### config.mk
export PLATFORM = sky130hd
export DESIGN_NAME = wrr_burst_arbiter
export DESIGN_NICKNAME = d
export VERILOG_FILES = /design/src/rtl/mem_pkg.sv /design/src/rtl/switch_pkg.sv /design/src/rtl/rr_pick.sv /design/src/rtl/wrr_burst_arbiter.sv
export SDC_FILE = /design/constraint.sdc
export NUM_CORES = 1
export LEC_CHECK = 0
export ABC_AREA = 1
export CAP_MARGIN = 5
export CORE_AREA = 10 10 131 133
export CTS_CLUSTER_SIZE = 14
export DETAILED_ROUTE_END_ITERATION = 8
export DIE_AREA = 0 0 141 143
export PLACE_DENSITY = 0.75
export SYNTH_ARGS = -nofsm -noshare
export SYNTH_HDL_FRONTEND = slang
export SYNTH_SLANG_ARGS = --single-unit
### constraint.sdc
create_clock -name clk -period 3.8 [get_ports clk]
set_clock_uncertainty 0.05 [all_clocks]
set_input_delay 0.95 -clock clk [delete_from_list [all_inputs] [get_ports clk]]
set_output_delay 0.95 -clock clk [all_outputs]
set_load 0.02 [all_outputs]
### src/rtl/mem_pkg.sv
// Shared SRAM geometry for the switch memory subsystem.
package mem_pkg;

  localparam int ADDR_W     = 10;
  localparam int BLOCK_BITS = 32;

endpackage

### src/rtl/switch_pkg.sv
// Common switch-core types.
package switch_pkg;

  typedef enum logic {
    IDLE = 1'b0,
    LOCK = 1'b1
  } wrr_state_e;

endpackage

### src/rtl/rr_pick.sv
// Rotating first-set search: returns the first set bit of mask at or after
// ptr (wrapping modulo N) as a one-hot vector and as an index.
module rr_pick #(
  parameter  int N  = 4,
  localparam int IW = $clog2(N)
) (
  input  logic [N-1:0]  mask,
  input  logic [IW-1:0] ptr,
  output logic [N-1:0]  onehot,
  output logic [IW-1:0] idx,
  output logic          any
);

  // Walk the N candidate positions starting at ptr; the first hit wins.
  always_comb begin
    int k;
    logic [IW-1:0] kk;
    onehot = '0;
    idx    = '0;
    any    = 1'b0;
    k      = 0;
    kk     = '0;
    for (int i = 0; i < N; i++) begin
      k = int'(ptr) + i;
      if (k >= N) k = k - N;
      kk = IW'(k);
      if (!any && mask[kk]) begin
        any        = 1'b1;
        onehot[kk] = 1'b1;
        idx        = kk;
      end
    end
  end

endmodule

### src/rtl/wrr_burst_arbiter.sv
// Weighted round-robin N-to-1 write arbiter with burst lock, burst length cap
// and idle-lock timeout, feeding the shared SRAM write port.
//
//   state | meaning
//   ------+-------------------------------------------------------------
//   IDLE  | arbitrate among eligible ports with credit, reload if none
//   LOCK  | owner holds the port for a multi-beat burst
module wrr_burst_arbiter
  import switch_pkg::*;
#(
  parameter  int NUM_PORTS = 4,
  parameter  int ADDR_W    = mem_pkg::ADDR_W,
  parameter  int DATA_W    = mem_pkg::BLOCK_BITS,
  parameter  int WEIGHT_W  = 4,
  parameter  int MAX_BURST = 8,
  parameter  int STALL_MAX = 15,
  localparam int IW        = $clog2(NUM_PORTS)
) (
  input  logic                               clk,
  input  logic                               rst,
  input  logic [NUM_PORTS-1:0]               req_i,
  input  logic [NUM_PORTS-1:0]               last_i,
  input  logic [NUM_PORTS-1:0][ADDR_W-1:0]   addr_i,
  input  logic [NUM_PORTS-1:0][DATA_W-1:0]   wdata_i,
  input  logic [NUM_PORTS-1:0][WEIGHT_W-1:0] weight_i,
  output logic [NUM_PORTS-1:0]               gnt_o,
  output logic                               mem_we_o,
  output logic [ADDR_W-1:0]                  mem_waddr_o,
  output logic [DATA_W-1:0]                  mem_wdata_o,
  output logic [IW-1:0]                      grant_port_o,
  output logic                               locked_o
);

  localparam int BW = $clog2(MAX_BURST + 1);
  localparam int SW = $clog2(STALL_MAX + 1);
  localparam bit SINGLE_BEAT = (MAX_BURST == 1);

  wrr_state_e state, state_nxt;
  logic [IW-1:0] owner, owner_nxt;
  logic [IW-1:0] rr_ptr, rr_nxt;
  logic [NUM_PORTS-1:0][WEIGHT_W-1:0] credit, credit_nxt;
  logic [BW-1:0] beat_cnt, beat_nxt;
  logic [SW-1:0] stall_cnt, stall_nxt;

  logic [NUM_PORTS-1:0] wnz, has_cred, cred_nz, pick_mask, pick_oh, gnt;
  logic [IW-1:0] pick_idx, rel_port, xfer_idx;
  logic pick_any, reload, rel;

  // Eligibility and credit reload; reloaded credits are arbitrated on at once.
  always_comb begin
    wnz      = '0;
    has_cred = '0;
    for (int p = 0; p < NUM_PORTS; p++) begin
      wnz[p]      = (weight_i[p] != '0);
      has_cred[p] = (credit[p] != '0);
    end
    reload    = (state == IDLE) && (|(req_i & wnz)) && !(|(req_i & wnz & has_cred));
    cred_nz   = reload ? wnz : has_cred;
    pick_mask = (state == IDLE) ? (req_i & wnz & cred_nz) : '0;
  end

  rr_pick #(.N(NUM_PORTS)) u_pick (
    .mask   (pick_mask),
    .ptr    (rr_ptr),
    .onehot (pick_oh),
    .idx    (pick_idx),
    .any    (pick_any)
  );

  // Next-state, grant and release decision.
  always_comb begin
    state_nxt  = state;
    owner_nxt  = owner;
    rr_nxt     = rr_ptr;
    credit_nxt = credit;
    beat_nxt   = beat_cnt;
    stall_nxt  = stall_cnt;
    gnt        = '0;
    rel        = 1'b0;
    rel_port   = owner;
    unique case (state)
      IDLE: begin
        if (reload) credit_nxt = weight_i;
        if (pick_any) begin
          gnt = pick_oh;
          if (last_i[pick_idx] || SINGLE_BEAT) begin
            rel      = 1'b1;
            rel_port = pick_idx;
          end else begin
            state_nxt = LOCK;
            owner_nxt = pick_idx;
            beat_nxt  = BW'(1);
            stall_nxt = '0;
          end
        end
      end
      LOCK: begin
        if (req_i[owner]) begin
          gnt[owner] = 1'b1;
          stall_nxt  = '0;
          beat_nxt   = beat_cnt + BW'(1);
          if (last_i[owner] || beat_nxt == BW'(MAX_BURST)) rel = 1'b1;
        end else begin
          stall_nxt = stall_cnt + SW'(1);
          if (stall_nxt == SW'(STALL_MAX)) rel = 1'b1;
        end
      end
      default: state_nxt = IDLE;
    endcase
    if (rel) begin
      if (credit_nxt[rel_port] != '0)
        credit_nxt[rel_port] = credit_nxt[rel_port] - WEIGHT_W'(1);
      rr_nxt    = (rel_port == IW'(NUM_PORTS - 1)) ? '0 : rel_port + IW'(1);
      state_nxt = IDLE;
      beat_nxt  = '0;
      stall_nxt = '0;
    end
  end

  // Grants are suppressed while reset is held.
  assign gnt_o    = rst ? '0 : gnt;
  assign locked_o = (state == LOCK);
  assign xfer_idx = (state == LOCK) ? owner : pick_idx;

  // Arbitration state register.
  always_ff @(posedge clk or posedge rst) begin
    if (rst) begin
      state     <= IDLE;
      owner     <= '0;
      rr_ptr    <= '0;
      credit    <= '0;
      beat_cnt  <= '0;
      stall_cnt <= '0;
    end else begin
      state     <= state_nxt;
      owner     <= owner_nxt;
      rr_ptr    <= rr_nxt;
      credit    <= credit_nxt;
      beat_cnt  <= beat_nxt;
      stall_cnt <= stall_nxt;
    end
  end

  // Register the transferred beat onto the SRAM write port; data holds when idle.
  always_ff @(posedge clk or posedge rst) begin
    if (rst) begin
      mem_we_o     <= 1'b0;
      mem_waddr_o  <= '0;
      mem_wdata_o  <= '0;
      grant_port_o <= '0;
    end else begin
      mem_we_o <= |gnt;
      if (|gnt) begin
        mem_waddr_o  <= addr_i[xfer_idx];
        mem_wdata_o  <= wdata_i[xfer_idx];
        grant_port_o <= xfer_idx;
      end
    end
  end

  a_gnt_onehot: assert property (@(posedge clk) disable iff (rst) $onehot0(gnt_o));
  a_gnt_req:    assert property (@(posedge clk) disable iff (rst) (gnt_o & ~req_i) == '0);
  a_gnt_weight: assert property (@(posedge clk) disable iff (rst)
                                 (state == IDLE) |-> ((gnt_o & ~wnz) == '0));

endmodule

Word level (Yosys, flattened, before mapping)
Index checks and enable logic that the tools add are counted.

operators by class
  bitwise logic cells = 8
  $lt $le $gt $ge = 18
  add/sub/neg operators = 11
  mux-type cells = 84
  equal/unequal tests = 6
  reduce and logical (&&, ||, !) cells = 31

operators with widths
  kind                   number
  $mux W4                19
  $bmux W32 S2           1
  $mux W16               4
  $reduce_bool A4 Y1     9
  $mux W32               1
  $mux W2                13
  $mux W1                25
  $lt A2 B3 Y1 const B   8
  $pmux W4 S2            3
  $bmux W10 S2           1
  $bwmux W16             1
  $bmux W1 S2            7
  $and A4 B4 Y4          3
  $ge A2 B1 Y1 const B   6
  $or A4 B4 Y4           3
  $reduce_or A4 Y1       3
  $logic_and A1 B1 Y1    11
  $demux W1 S2           5
  $mux W10               1
  $ge A3 B3 Y1 const B   3
  $add A4 B1 Y4 const B  2
  $bmux W4 S2            1
  $demux W4 S2           1
  $eq A4 B4 Y1 const B   2
  15 further kinds       25

word-level totals
  bits of input ports = 194
  register bits after elaboration = 74
  output and inout bits = 50
  logic and storage cells = 171

Depth between registers and ports, before layout
  word-level depth = 33
  mapped depth = 31
  depth with buffers taken out = 30

Modules after synthesis
Synthesis repeated with hierarchy kept, for this count alone.

second synthesis, totals
  cell total of the unflattened synthesis = 855
  area total of the unflattened synthesis = 5813.1 um^2

modules (own cells, without submodules)
  module             area an instance (um^2)  seq. area each (um^2)  instances  cells an instance
  wrr_burst_arbiter  5372.7                   1851.8                 1          781
  rr_pick            440.4                    0.0                    1          74

Worst setup path before layout
Ideal clock, no wire load.

  path kind = input-to-reg
  start point = input weight_i[11] in the netlist's numbering
  end point = register credit[10] in the netlist's numbering
  slack = -181 ps
  setup time = 131 ps
  cell stages on the path = 27
  path buffers = 0
  data required time = 3619 ps
  arrival time = 3801 ps
  path through = nor2_1 -> nand2_1 -> nand2_1 -> nand2_1 -> nor2_2 -> nor2_1 -> nand2_4 -> nand2_1 -> nand3_1 -> nand3_2 -> nand2_2 -> inv_2 -> nand2_2 -> nand2_1 -> nand2_1 -> nand4_1 -> nand3_4 -> nand3_4 -> o21ai_1 -> nand3_1 -> nand2_2 -> ha_1 -> nand3_2 -> nor2_4 -> nor2_4 -> nand2_1 -> o21ai_1

RTL lines
  item                    RTL line                  source
  start: declaration      wrr_burst_arbiter.sv:25   input logic [NUM_PORTS-1:0][WEIGHT_W-1:0] weight_i,
  end signal: assignment  wrr_burst_arbiter.sv:138  credit <= credit_nxt;
  end: declaration        wrr_burst_arbiter.sv:41   logic [NUM_PORTS-1:0][WEIGHT_W-1:0] credit, credit_nxt;

Final worst setup path
  start point = input req_i[0]
  end point = output gnt_o[0]

between the ends
  longest elaborated chain between the ends = 23
  elaborated cells between the ends (all ways) = 41

RTL lines
  item                                       RTL line                                          source
  start: declaration                         wrr_burst_arbiter.sv:21                           input logic [NUM_PORTS-1:0] req_i,
  $and A4 B4 Y4                              wrr_burst_arbiter.sv:57, wrr_burst_arbiter.sv:59
  $and A4 B4 Y4                              wrr_burst_arbiter.sv:57                           reload = (state == IDLE) && (|(req_i & wnz)) && !(|(req_i & wnz & has_cred));
  $reduce_or A4 Y1                           wrr_burst_arbiter.sv:57
  $logic_not A1 Y1                           wrr_burst_arbiter.sv:57
  $logic_and A1 B1 Y1                        wrr_burst_arbiter.sv:57
  $mux W4                                    wrr_burst_arbiter.sv:58                           cred_nz = reload ? wnz : has_cred;
  $and A4 B4 Y4                              wrr_burst_arbiter.sv:59                           pick_mask = (state == IDLE) ? (req_i & wnz & cred_nz) : '0;
  $mux W4                                    wrr_burst_arbiter.sv:59
  (+7 left out)                              --
  $logic_and A1 B1 Y1                        rr_pick.sv:27                                     if (!any && mask[kk]) begin
  $mux W1                                    rr_pick.sv:27
  $logic_not A1 Y1                           rr_pick.sv:27
  $logic_and A1 B1 Y1                        rr_pick.sv:27
  $mux W4 / $mux W1 (equally long branches)  rr_pick.sv:27
  $mux W4                                    wrr_burst_arbiter.sv:84                           if (pick_any) begin
  $pmux W4 S2 *                              wrr_burst_arbiter.sv:81                           unique case (state)
  $mux W4 *                                  wrr_burst_arbiter.sv:121                          assign gnt_o = rst ? '0 : gnt;
  end: declaration                           wrr_burst_arbiter.sv:26                           output logic [NUM_PORTS-1:0] gnt_o,

Every way passes the cells marked *; elsewhere a longest branch is shown, timed or not. The select of a mux whose other input is x is not followed.

==> run metrics <==
Worst Hold Class register to register; Root Driver clkbuf_16; row cnt 44; Peak Freq 244 MHz; Core Util, Final 0.682; maxcap violations 0; Setup CP Type input port to output pin; clock edge transition at the registers on the reported setup and hold paths 60 ps; prevailing post-synth register cell dfrtp_1; ys async rst share 1.00; Final setup viols 48; DRC viols 0; initial DRC count 393; number of global-route vias before repair 6846; Finished Cell Area 9840 um^2; Die Height 143 um; post-DP HPWL approximately 17000 um; GP Congestion 0.962; Setup TNS Final -4550 ps; Initial Util 0.385; slowest CP cell clkdlybuf4s15_2; Horiz. Die Dim 141 um; hold_buf cts 0; core area 14400 um^2; end point of the critical path gnt_o[0]; Placed Cells ~1300; endpoint type of the worst setup path output pin; Vias a little under 7000; CTS buffer count 9; clock buffer depth 2; Port Buffers 243; final count of hold timing violations 0; Yosys cell types 43; total gr overflow 0; CP startpoint kind input port; crit path launch req_i[0]; CTS tree done; Levels on crit path 20; violated checks negative setup slack; Placed Area between 8000 and 9000 um^2; RSZ-0062 raised after global routing true; R2R Path End credit[12]; drt wl/cell ~18 um; Setup WS post-layout -299 ps; layout cells sized above 1 0.225; H-Tree Depth 3; Syn Nets 1037; area taken by multi-input logic gates 3820 um^2; area grow syn2layout 77.0%; GRT Overall Usage 0.217; fin. max-slew vios 0; Mapped Avg Cell Area 6.72 um^2; commonest non-fill, non-tap cell in the layout clkdlybuf4s50_1; r2r worst-path depth 30; WP buf/inv 7; FF-to-FF setup slack -20 ps; r2r startpoint credit[4]; sequential fraction of the synthesis area 0.333; Finished Layout Cells 1321; fin crit share 1.08; Seq cells post-synth 74; antenna violations before repair 2; Rel. slew slack 0.475; # IOs 244; CP top delay family simple AND/OR/NAND/NOR gates; Post-synth EDFFs 0; Filler cells 1218; commonest cells after routing, fill and taps aside clkdlybuf4s50_1, o21ai_0, nand2_1; # clock sinks 74; worst-margin pin slew 787 ps; Crit Path Max Fanout 5; Synth Cell Area 5560 um^2; Post-Route WL 23600 um; critical path, cell by cell clkdlybuf4s15_2 > nand2_2 > nand2_2 > nor2_4 > nor2_4 > nand2_4 > nand2_4 > nand3_4 > nand3_4 > nand2_4 > buf_6 > nand4_4 > inv_2 > buf_4 > buf_6 > a21oi_4 > o221ai_2 > nand2_1 > inv_1 > buf_6; YS warnings 0; first-pass GRT wire length 35400 um; CP max stage delay 240 ps; drt pass-1 iters 5; Critical Path RT between 2000 and 3000 ps; DRT antenna net count 0; Syn Inst Count 827; NumNets Final 1341; Clock Latency Late Sink around 340 ps; via/cell ratio 5.15; Critical Path AT between 3000 and 4000 ps; largest net degree at the start of global routing 90; outcome complete, but fails checks; die area roughly 20000 um^2; Register Area approximately 1900 um^2; fin crit period slightly above 4000 ps
[stage by stage]
step           worst slack [ps]  hold WS [ps]
6_report                   -299           476
5_1_grt                    -442           500
4_1_cts                   -35.2           479
3_5_place_dp               -970           463
3_3_place_gp               -880           451
2_1_floorplan             -74.0           429
[worst reg2reg max path, delay by kind of cell, from the launching register on]
kind / cells / cell delay (ps)
simple gates: 24 / 2540
buf+inv: 4 / 500
flops: 1 / 360
fa+ha+maj: 1 / 170
compound gates: 1 / 70
[Yosys cell counts, types with 3 or more instances]
cell type	number	share of area
nand4_1	7	0.0079
nor2_1	115	0.078
a21oi_1	7	0.0063
nand3_2	6	0.011
nand2_1	143	0.097
inv_1	95	0.064
o22ai_1	43	0.048
nor2_4	4	0.0081
or2_2	7	0.0079
o221ai_1	3	0.0047
nand3_1	51	0.046
o21bai_1	3	0.0041
nand2_2	10	0.011
mux2i_1	5	0.0090
clkbuf_1	37	0.025
o21ai_1	20	0.018
ha_1	16	0.036
nand3b_1	7	0.0095
dfrtp_1	74	0.33
inv_2	3	0.0020
o21ai_0	139	0.13
[flip-flops by register name, summed over array words and instances (netlist names)]
name          cells
mem_wdata_o      32
credit           16
mem_waddr_o      10
beat_cnt          4
stall_cnt         4
grant_port_o      2
owner             2
rr_ptr            2
locked_o          1
mem_we_o          1
[layer usage]
metal / share of wire / track usage / vias up
li1: - / - / 3354
met1: 0.39 / 0.238 / 3143
met2: 0.50 / 0.377 / 259
met3: 0.089 / 0.0833 / 48
met4: 0.024 / 0.0701 / 2
met5: 0.00055 / 0 / -
[cell families (layout without fill, tap and decap cells)]
family | count (synthesis) | after routing | share of synthesized area
muxes | 5 | 5 | 0.00901
AOI/OAI and AO/OA | 225 | 225 | 0.220
xor gates and xnor gates | 4 | 4 | 0.00631
buffers and inverters | 141 | 450 | 0.0984
DFF | 74 | 74 | 0.333
adders and majority gates | 16 | 16 | 0.0360
other | 0 | 1 | 0
and+or+nand+nor | 362 | 362 | 0.297
[what timing repair did]
item                                    CTS  global route
endpoints found under the hold margin     0             0
pin swaps                                39            54
buffers inserted                         11            11
resized for setup                       144            99
endpoints found under the setup margin   67            66
[worst min-delay path by stage]
stage / start / slack, ps / endpoint / cells past startpoint
detailed placement: mem_wdata_o[19] / 460 / mem_wdata_o[19] / 2
global route: mem_wdata_o[29] / 500 / mem_wdata_o[29] / 2
floorplan: beat_cnt[1] / 430 / beat_cnt[1] / 2
global placement: beat_cnt[1] / 450 / beat_cnt[1] / 2
CTS: mem_wdata_o[17] / 480 / mem_wdata_o[17] / 2
finish: mem_wdata_o[17] / 480 / mem_wdata_o[17] / 2
[final cells by class]
cell class,instances,share of cell area
inverters,98,0.0383
repair buffers,336,0.329
flip-flops and latches,74,0.188
multi-input cells,612,0.388
clock inverters,7,0.00954
clock buffers,9,0.0229
diodes,1,0.000254
well taps,184,0.0234
Power is left out: the tool's default activity adds up to more than one toggle a clock period on the data nets, which glitch-free logic cannot reach.
